[config.mk]
export PLATFORM = sky130hd
export DESIGN_NAME = baud_frac_gen
export DESIGN_NICKNAME = d
export VERILOG_FILES = /design/src/rtl/baud_frac_gen.sv
export SDC_FILE = /design/constraint.sdc
export NUM_CORES = 1
export LEC_CHECK = 0
export ABC_AREA = 1
export BUFFER_PORTS_ARGS = -buffer_cell sky130_fd_sc_hd__buf_2
export CAP_MARGIN = 20
export CORE_UTILIZATION = 50
export DETAILED_ROUTE_END_ITERATION = 16
export GPL_TIMING_DRIVEN = 1
export PLACE_DENSITY = 0.69
export SLEW_MARGIN = 30
export SYNTH_ARGS = -nofsm -noshare
export SYNTH_HDL_FRONTEND = slang
export SYNTH_SLANG_ARGS = --single-unit
[constraint.sdc]
create_clock -name clk -period 7.1 [get_ports clk]
set_clock_uncertainty 0.1 [all_clocks]
set_input_delay 0.71 -clock clk [delete_from_list [all_inputs] [get_ports clk]]
set_output_delay 0.71 -clock clk [all_outputs]
set_load 0.03 [all_outputs]
[src/rtl/baud_frac_gen.sv]
// Fractional baud-rate generator: acquisition ticks with a first-order fractional period,
// plus bit-boundary and mid-bit pulses derived from a programmable oversampling count.
module baud_frac_gen #(
    parameter int unsigned PERIOD_W = 16,
    parameter int unsigned FRAC_W   = 8,
    parameter int unsigned OVS_W    = 5
) (
    input  logic                clk,
    input  logic                rst,
    input  logic                BaudEn_i,
    input  logic [PERIOD_W-1:0] AcqPeriod_i,
    input  logic [FRAC_W-1:0]   AcqFrac_i,
    input  logic [OVS_W-1:0]    OvsRate_i,
    input  logic                Resync_i,
    output logic                AcqSig_o,
    output logic                BaudSig_o,
    output logic                MidSig_o
);

    // One extra bit so the counter can reach P_s + ext when P_s is at its maximum.
    logic [PERIOD_W:0]   cntQ, cntD;
    logic                extQ, extD;
    logic [FRAC_W-1:0]   accQ, accD;
    logic [OVS_W-1:0]    ovsQ, ovsD;
    logic [PERIOD_W-1:0] periodQ, periodD;
    logic [FRAC_W-1:0]   fracQ, fracD;
    logic [OVS_W-1:0]    ovsRateQ, ovsRateD;
    logic                acqQ, acqD, baudQ, baudD, midQ, midD;

    logic [PERIOD_W:0]   periodEff;
    logic [FRAC_W:0]     accSum;
    logic [OVS_W-1:0]    nEff;
    logic                tick, bitEnd, midPt;

    always_comb begin
        periodEff = {1'b0, periodQ} + {{PERIOD_W{1'b0}}, extQ};
        tick      = (cntQ == periodEff);
        accSum    = {1'b0, accQ} + {1'b0, fracQ};
        nEff      = (ovsRateQ < OVS_W'(2)) ? OVS_W'(2) : ovsRateQ;
        bitEnd    = (ovsQ == nEff - OVS_W'(1));
        midPt     = (ovsQ == (nEff >> 1) - OVS_W'(1));
    end

    always_comb begin
        cntD     = cntQ;
        extD     = extQ;
        accD     = accQ;
        ovsD     = ovsQ;
        periodD  = periodQ;
        fracD    = fracQ;
        ovsRateD = ovsRateQ;
        acqD     = 1'b0;
        baudD    = 1'b0;
        midD     = 1'b0;
        if (!BaudEn_i || Resync_i) begin
            // Disable and resync both restart bit timing from scratch with fresh config.
            cntD     = '0;
            extD     = 1'b0;
            accD     = '0;
            ovsD     = '0;
            periodD  = AcqPeriod_i;
            fracD    = AcqFrac_i;
            ovsRateD = OvsRate_i;
        end else if (tick) begin
            cntD = '0;
            accD = accSum[FRAC_W-1:0];
            extD = accSum[FRAC_W];
            acqD = 1'b1;
            midD = midPt;
            if (bitEnd) begin
                ovsD     = '0;
                baudD    = 1'b1;
                // Config only changes at a bit boundary so a bit is never stretched mid-way.
                periodD  = AcqPeriod_i;
                fracD    = AcqFrac_i;
                ovsRateD = OvsRate_i;
            end else begin
                ovsD = ovsQ + OVS_W'(1);
            end
        end else begin
            cntD = cntQ + (PERIOD_W + 1)'(1);
        end
    end

    always_ff @(posedge clk or negedge rst) begin
        if (!rst) begin
            cntQ     <= '0;
            extQ     <= 1'b0;
            accQ     <= '0;
            ovsQ     <= '0;
            periodQ  <= '0;
            fracQ    <= '0;
            ovsRateQ <= '0;
            acqQ     <= 1'b0;
            baudQ    <= 1'b0;
            midQ     <= 1'b0;
        end else begin
            cntQ     <= cntD;
            extQ     <= extD;
            accQ     <= accD;
            ovsQ     <= ovsD;
            periodQ  <= periodD;
            fracQ    <= fracD;
            ovsRateQ <= ovsRateD;
            acqQ     <= acqD;
            baudQ    <= baudD;
            midQ     <= midD;
        end
    end

    assign AcqSig_o  = acqQ;
    assign BaudSig_o = baudQ;
    assign MidSig_o  = midQ;

endmodule

Word-level counts from Yosys, hierarchy flattened
Cells that the tools add are included.

word-level totals
  bits in registers = 63
  word-level logic and storage cells = 51

cells by class
  $add $sub $neg = 6
  $lt $le $gt $ge = 1
  eq/ne operators = 3
  mux-type cells = 26
  reduce and logical (&&, ||, !) cells = 5

operators by type and width
  kind                                                        count
  2-to-1 mux 16 bit                                           3
  2-to-1 mux 8 bit                                            5
  2-to-1 mux 5 bit                                            7
  2-to-1 mux 17 bit                                           2
  adder 16 x 1 -> 17 bit                                      1
  adder 17 x 1 -> 17 bit, second input constant               1
  == test 17 bit                                              1
  == test 5 bit                                               2
  adder 8 x 8 -> 9 bit                                        1
  2-to-1 mux 1 bit                                            9
  adder 5 x 1 -> 5 bit, second input constant                 1
  less-than comparator 5 x 2 -> 1 bit, second input constant  1
  subtractor 4 x 1 -> 5 bit, second input constant            1
  subtractor 5 x 1 -> 5 bit, second input constant            1
  nonzero test 2 bit                                          2
  AND reduction 2 bit                                         1
  logical NOT 1 bit                                           1
  logical OR 1 bit                                            1

Depth between registers and ports, before layout
  depth in word-level cells = 7
  depth in mapped cells = 19
  mapped depth without buffers = 17

Worst setup path before layout
No wires, ideal clock.

  path kind = flip-flop to flip-flop
  start = register ovsRateQ[3]
  end = register periodQ[10]
  setup time = 66 ps
  data arrival time = 2,250 ps
  required time = 6,934 ps
  setup slack = 4,684 ps
  cell stages (with the launch flop) = 17
  clock period less this slack = 2,416 ps
  cell sequence = dfrtp_1 nor2_1 nand3_1 nand2_1 inv_1 ha_1 xor2_1 or2_2 nand4_1 nor2_1 nand2_1 nand2_1 nand2_1 buf_6 buf_6 nand2_1 nand2_1

between the ends
  cells in the longest elaborated chain, start to end = 6

RTL lines
  what                                 line  RTL
  start: declaration                   27    logic [OVS_W-1:0] ovsRateQ, ovsRateD;
  start signal: assignment             104   ovsRateQ <= ovsRateD;
  less-than comparator 5 x 2 -> 1 bit  39    nEff = (ovsRateQ < OVS_W'(2)) ? OVS_W'(2) : ovsRateQ;
  2-to-1 mux 5 bit (*)                 39
  subtractor 5 x 1 -> 5 bit (*)        40    bitEnd = (ovsQ == nEff - OVS_W'(1));
  == test 5 bit (*)                    40
  nonzero test 2 bit (no line) (*)     n/a
  AND reduction 2 bit (no line) (*)    n/a
  end signal: assignment               102   periodQ <= periodD;
  end: declaration                     25    logic [PERIOD_W-1:0] periodQ, periodD;

Mark *: on every way between the ends. The rest lies on a longest branch, timed or not.
A chain may end at the register's enable or synchronous reset.

Final worst setup path
  start = register extQ
  end = register periodQ[5]

between the ends
  cells in the longest elaborated chain, start to end = 4

RTL lines
  what                           line  RTL
  start: declaration             22    logic extQ, extD;
  start signal: assignment       99    extQ <= extD;
  adder 16 x 1 -> 17 bit         36    periodEff = {1'b0, periodQ} + {{PERIOD_W{1'b0}}, extQ};
  == test 17 bit                 37    tick = (cntQ == periodEff);
  nonzero test 2 bit (no line)   n/a
  AND reduction 2 bit (no line)  n/a

No other way between the ends.

==> flow_metrics.env <==
export IMPL_status="finished clean"
export IMPL_route_met3_wl_um=298
export IMPL_holdBufCountCts=0
export IMPL_hold_viol=0
export IMPL_ctsResizeCount=0
export IMPL_cts_tree="done"
export IMPL_yosysSeqAreaShare=0.402
export IMPL_powerDensity_mw_per_mm2=196
export IMPL_finalMaxSlewViolations=0
export IMPL_fp_dieW_um=90.6
export IMPL_crit_start="extQ"
export IMPL_rsz0062_at_grt="false"
export IMPL_vias=3427
export IMPL_drive_above_1_share=0.122
export IMPL_synth_area_mm2=0.00393
export IMPL_cts_buffer_depth=2
export IMPL_leakage_nw=2.18
export IMPL_cp_max_fo=53
export IMPL_min_from="ovsRateQ[1]"
export IMPL_synth_cell_type_count=30
export IMPL_core_mm2=0.00741
export IMPL_grt_pass1_vias=3427
export IMPL_syn_area_per_cell_um2=7.45
export IMPL_min_period_over_period=0.528
export IMPL_fin_tns_setup_ns=0
export IMPL_critical_path_class="reg2reg"
export IMPL_grt_start_max_net_pins=64
export IMPL_ys_flop_type="dfrtp_1"
export IMPL_relSlewSlack=0.394
export IMPL_wl_um=8720
export IMPL_cp_end_kind="flip-flop"
export IMPL_min_period_ns=3.75
export IMPL_antennaDiodeCount=0
export IMPL_start_kind="flip-flop"
export IMPL_grt_pass1_wl_um=15200
export IMPL_multi_input_area_mm2=0.00208
export IMPL_num_io_pins=36
export IMPL_worstMarginPinSlew_ns=0.908
export IMPL_reg2reg_from="extQ"
export IMPL_clk_insertion_delay_late_ns=0.34
export IMPL_drt_initial_drc_count=190
export IMPL_yosysWarnings=0
export IMPL_synth_edff_count=0
export IMPL_clk_pin_slew_ns=0.07
export IMPL_wl_met2_um=4190
export IMPL_grt_antenna_before_repair=0
export IMPL_initial_utilization=0.530
export IMPL_max_vdd_ir_drop_v=0.0000952
export IMPL_route_layer_met1_wl_um=4000
export IMPL_postRouteAntennaNets=0
export IMPL_required_ns=7.23
export IMPL_ff_latch_area_mm2=0.00158
export IMPL_mostFrequentLayoutCell="nand2_1"
export IMPL_cts_sinks=63
export IMPL_io_buffers=35
export IMPL_dieHeight_um=90.6
export IMPL_cts_inserted_buffers=9
export IMPL_layout_common_cells="162 x nand2_1, 70 x nand3_1, 63 x dfrtp_1, 49 x inv_1, 49 x nor2_1"
export IMPL_vias_per_cell=5.15
export IMPL_clock_root_buffer="clkbuf_8"
export IMPL_place_hpwl_um=6230
export IMPL_syn_inst=527
export IMPL_fp_dieArea_mm2=0.00821
export IMPL_power_uw=851
export IMPL_hold_path_class="reg2reg"
export IMPL_crit_arrival_ns=3.88
export IMPL_grt_overflow=0
export IMPL_fmax_mhz=267
export IMPL_layoutNonFillerInstCount=665
export IMPL_drt_wirelength_per_cell_um=13.1
export IMPL_top_layer="met4"
export IMPL_gr_usage_all_layers=0.230
export IMPL_ys_async_sr_fraction=1.00
export IMPL_htreeDepth=3
export IMPL_max_cap_viol_count=0
export IMPL_dp_cells=650
export IMPL_nFillCells=706
export IMPL_finalSetupViolations=0
export IMPL_synth_nets=575
export IMPL_final_cell_area_mm2=0.00435
export IMPL_postCtsSetupRepairBufs=0
export IMPL_area_growth_pct=10.8
export IMPL_place_gp_congestion=0.888
export IMPL_finalNetCount=610
export IMPL_post_dp_cell_area_mm2=0.00417
export IMPL_ys_ff_latch=63
export IMPL_drt_pass1_iter_count=5
export IMPL_drc=0
export IMPL_rows=31
-- sequential cells by signal (all words and copies together) (netlist names) --
signal	count
AcqSig_o	1
BaudSig_o	1
MidSig_o	1
accQ	8
cntQ	17
extQ	1
fracQ	8
ovsQ	5
ovsRateQ	5
periodQ	16
-- metal layers --
metal	global-route usage	vias to the layer above
met5	0	-
met4	0.112	0
met3	0.0320	20
met2	0.400	72
met1	0.279	1577
li1	-	1758
-- cells by family (layout without fill, tap and decap cells) --
family / after synthesis / in the layout / share of synthesized area
buf+inv: 65 / 104 / 0.0679
compound gates: 30 / 30 / 0.0398
xor+xnor: 35 / 35 / 0.0816
flops: 63 / 63 / 0.402
simple gates: 319 / 319 / 0.359
fa+ha+maj: 15 / 15 / 0.0497
-- worst max-delay path, cell delays in order, from the launching register on --
cell	delay, ns
dfrtp_1	0.37
ha_1	0.18
ha_1	0.19
nand2_1	0.10
nor2_2	0.24
nand2_2	0.12
o21ai_1	0.14
nand2_1	0.08
nor2_1	0.09
nand2_1	0.07
nor2_2	0.19
nand3_4	0.22
nand2_4	0.47
nand2_1	0.70
nand2_1	0.24
nand2_1	0.06
-- cell type report --
cell class	instances	share of cell area
Clock buffer	11	0.0302
Clock inverter	4	0.0109
Inverter	51	0.0440
Multi-Input combinational cell	399	0.479
Sequential cell	63	0.362
Tap cell	99	0.0285
Timing Repair Buffer	38	0.0454
-- cells in the mapped netlist (5+ instances only) --
library cell,instances,share of area
nand2_1,162,0.15
ha_1,14,0.045
nor2_2,5,0.0080
nand4_1,10,0.016
dfrtp_1,63,0.40
nand3_1,70,0.089
nor2_1,49,0.047
xnor2_1,14,0.031
clkbuf_1,6,0.0057
buf_2,6,0.0077
inv_1,49,0.047
xor2_1,20,0.045
a21oi_1,11,0.014
nor3_1,7,0.0089
o21ai_0,15,0.019
-- stage by stage --
step | utilization | hold slack (ns) | worst slack [ns]
CTS | 0.587 | 0.377 | 3.35
floorplan | - | 0.314 | 4.68
global route | 0.587 | 0.404 | 2.91
finish | 0.587 | 0.375 | 3.35
detailed placement | 0.563 | 0.360 | 3.37
global placement | 0.563 | 0.359 | 3.53
-- path summary, 6_finish.rpt --
check / end / slack, ns / depth (start not counted)
max: periodQ[5] / 3.35 / 15
min: ovsRateQ[1] / 0.38 / 2
max reg2reg: periodQ[5] / 3.35 / 15
min reg2reg: ovsRateQ[1] / 0.38 / 2
max in group asynchronous: cntQ[9] / 5.95 / 2
min in group asynchronous: cntQ[2] / 0.43 / 2
-- power by group --
| group | internal, mW | switching [mW] | total [mW] |
|---|---|---|---|
| logic | 0.0567 | 0.0887 | 0.145 |
| registers | 0.380 | 0.0252 | 0.406 |
| clock network | 0.159 | 0.141 | 0.300 |
Power figures use the tool's default switching activity.
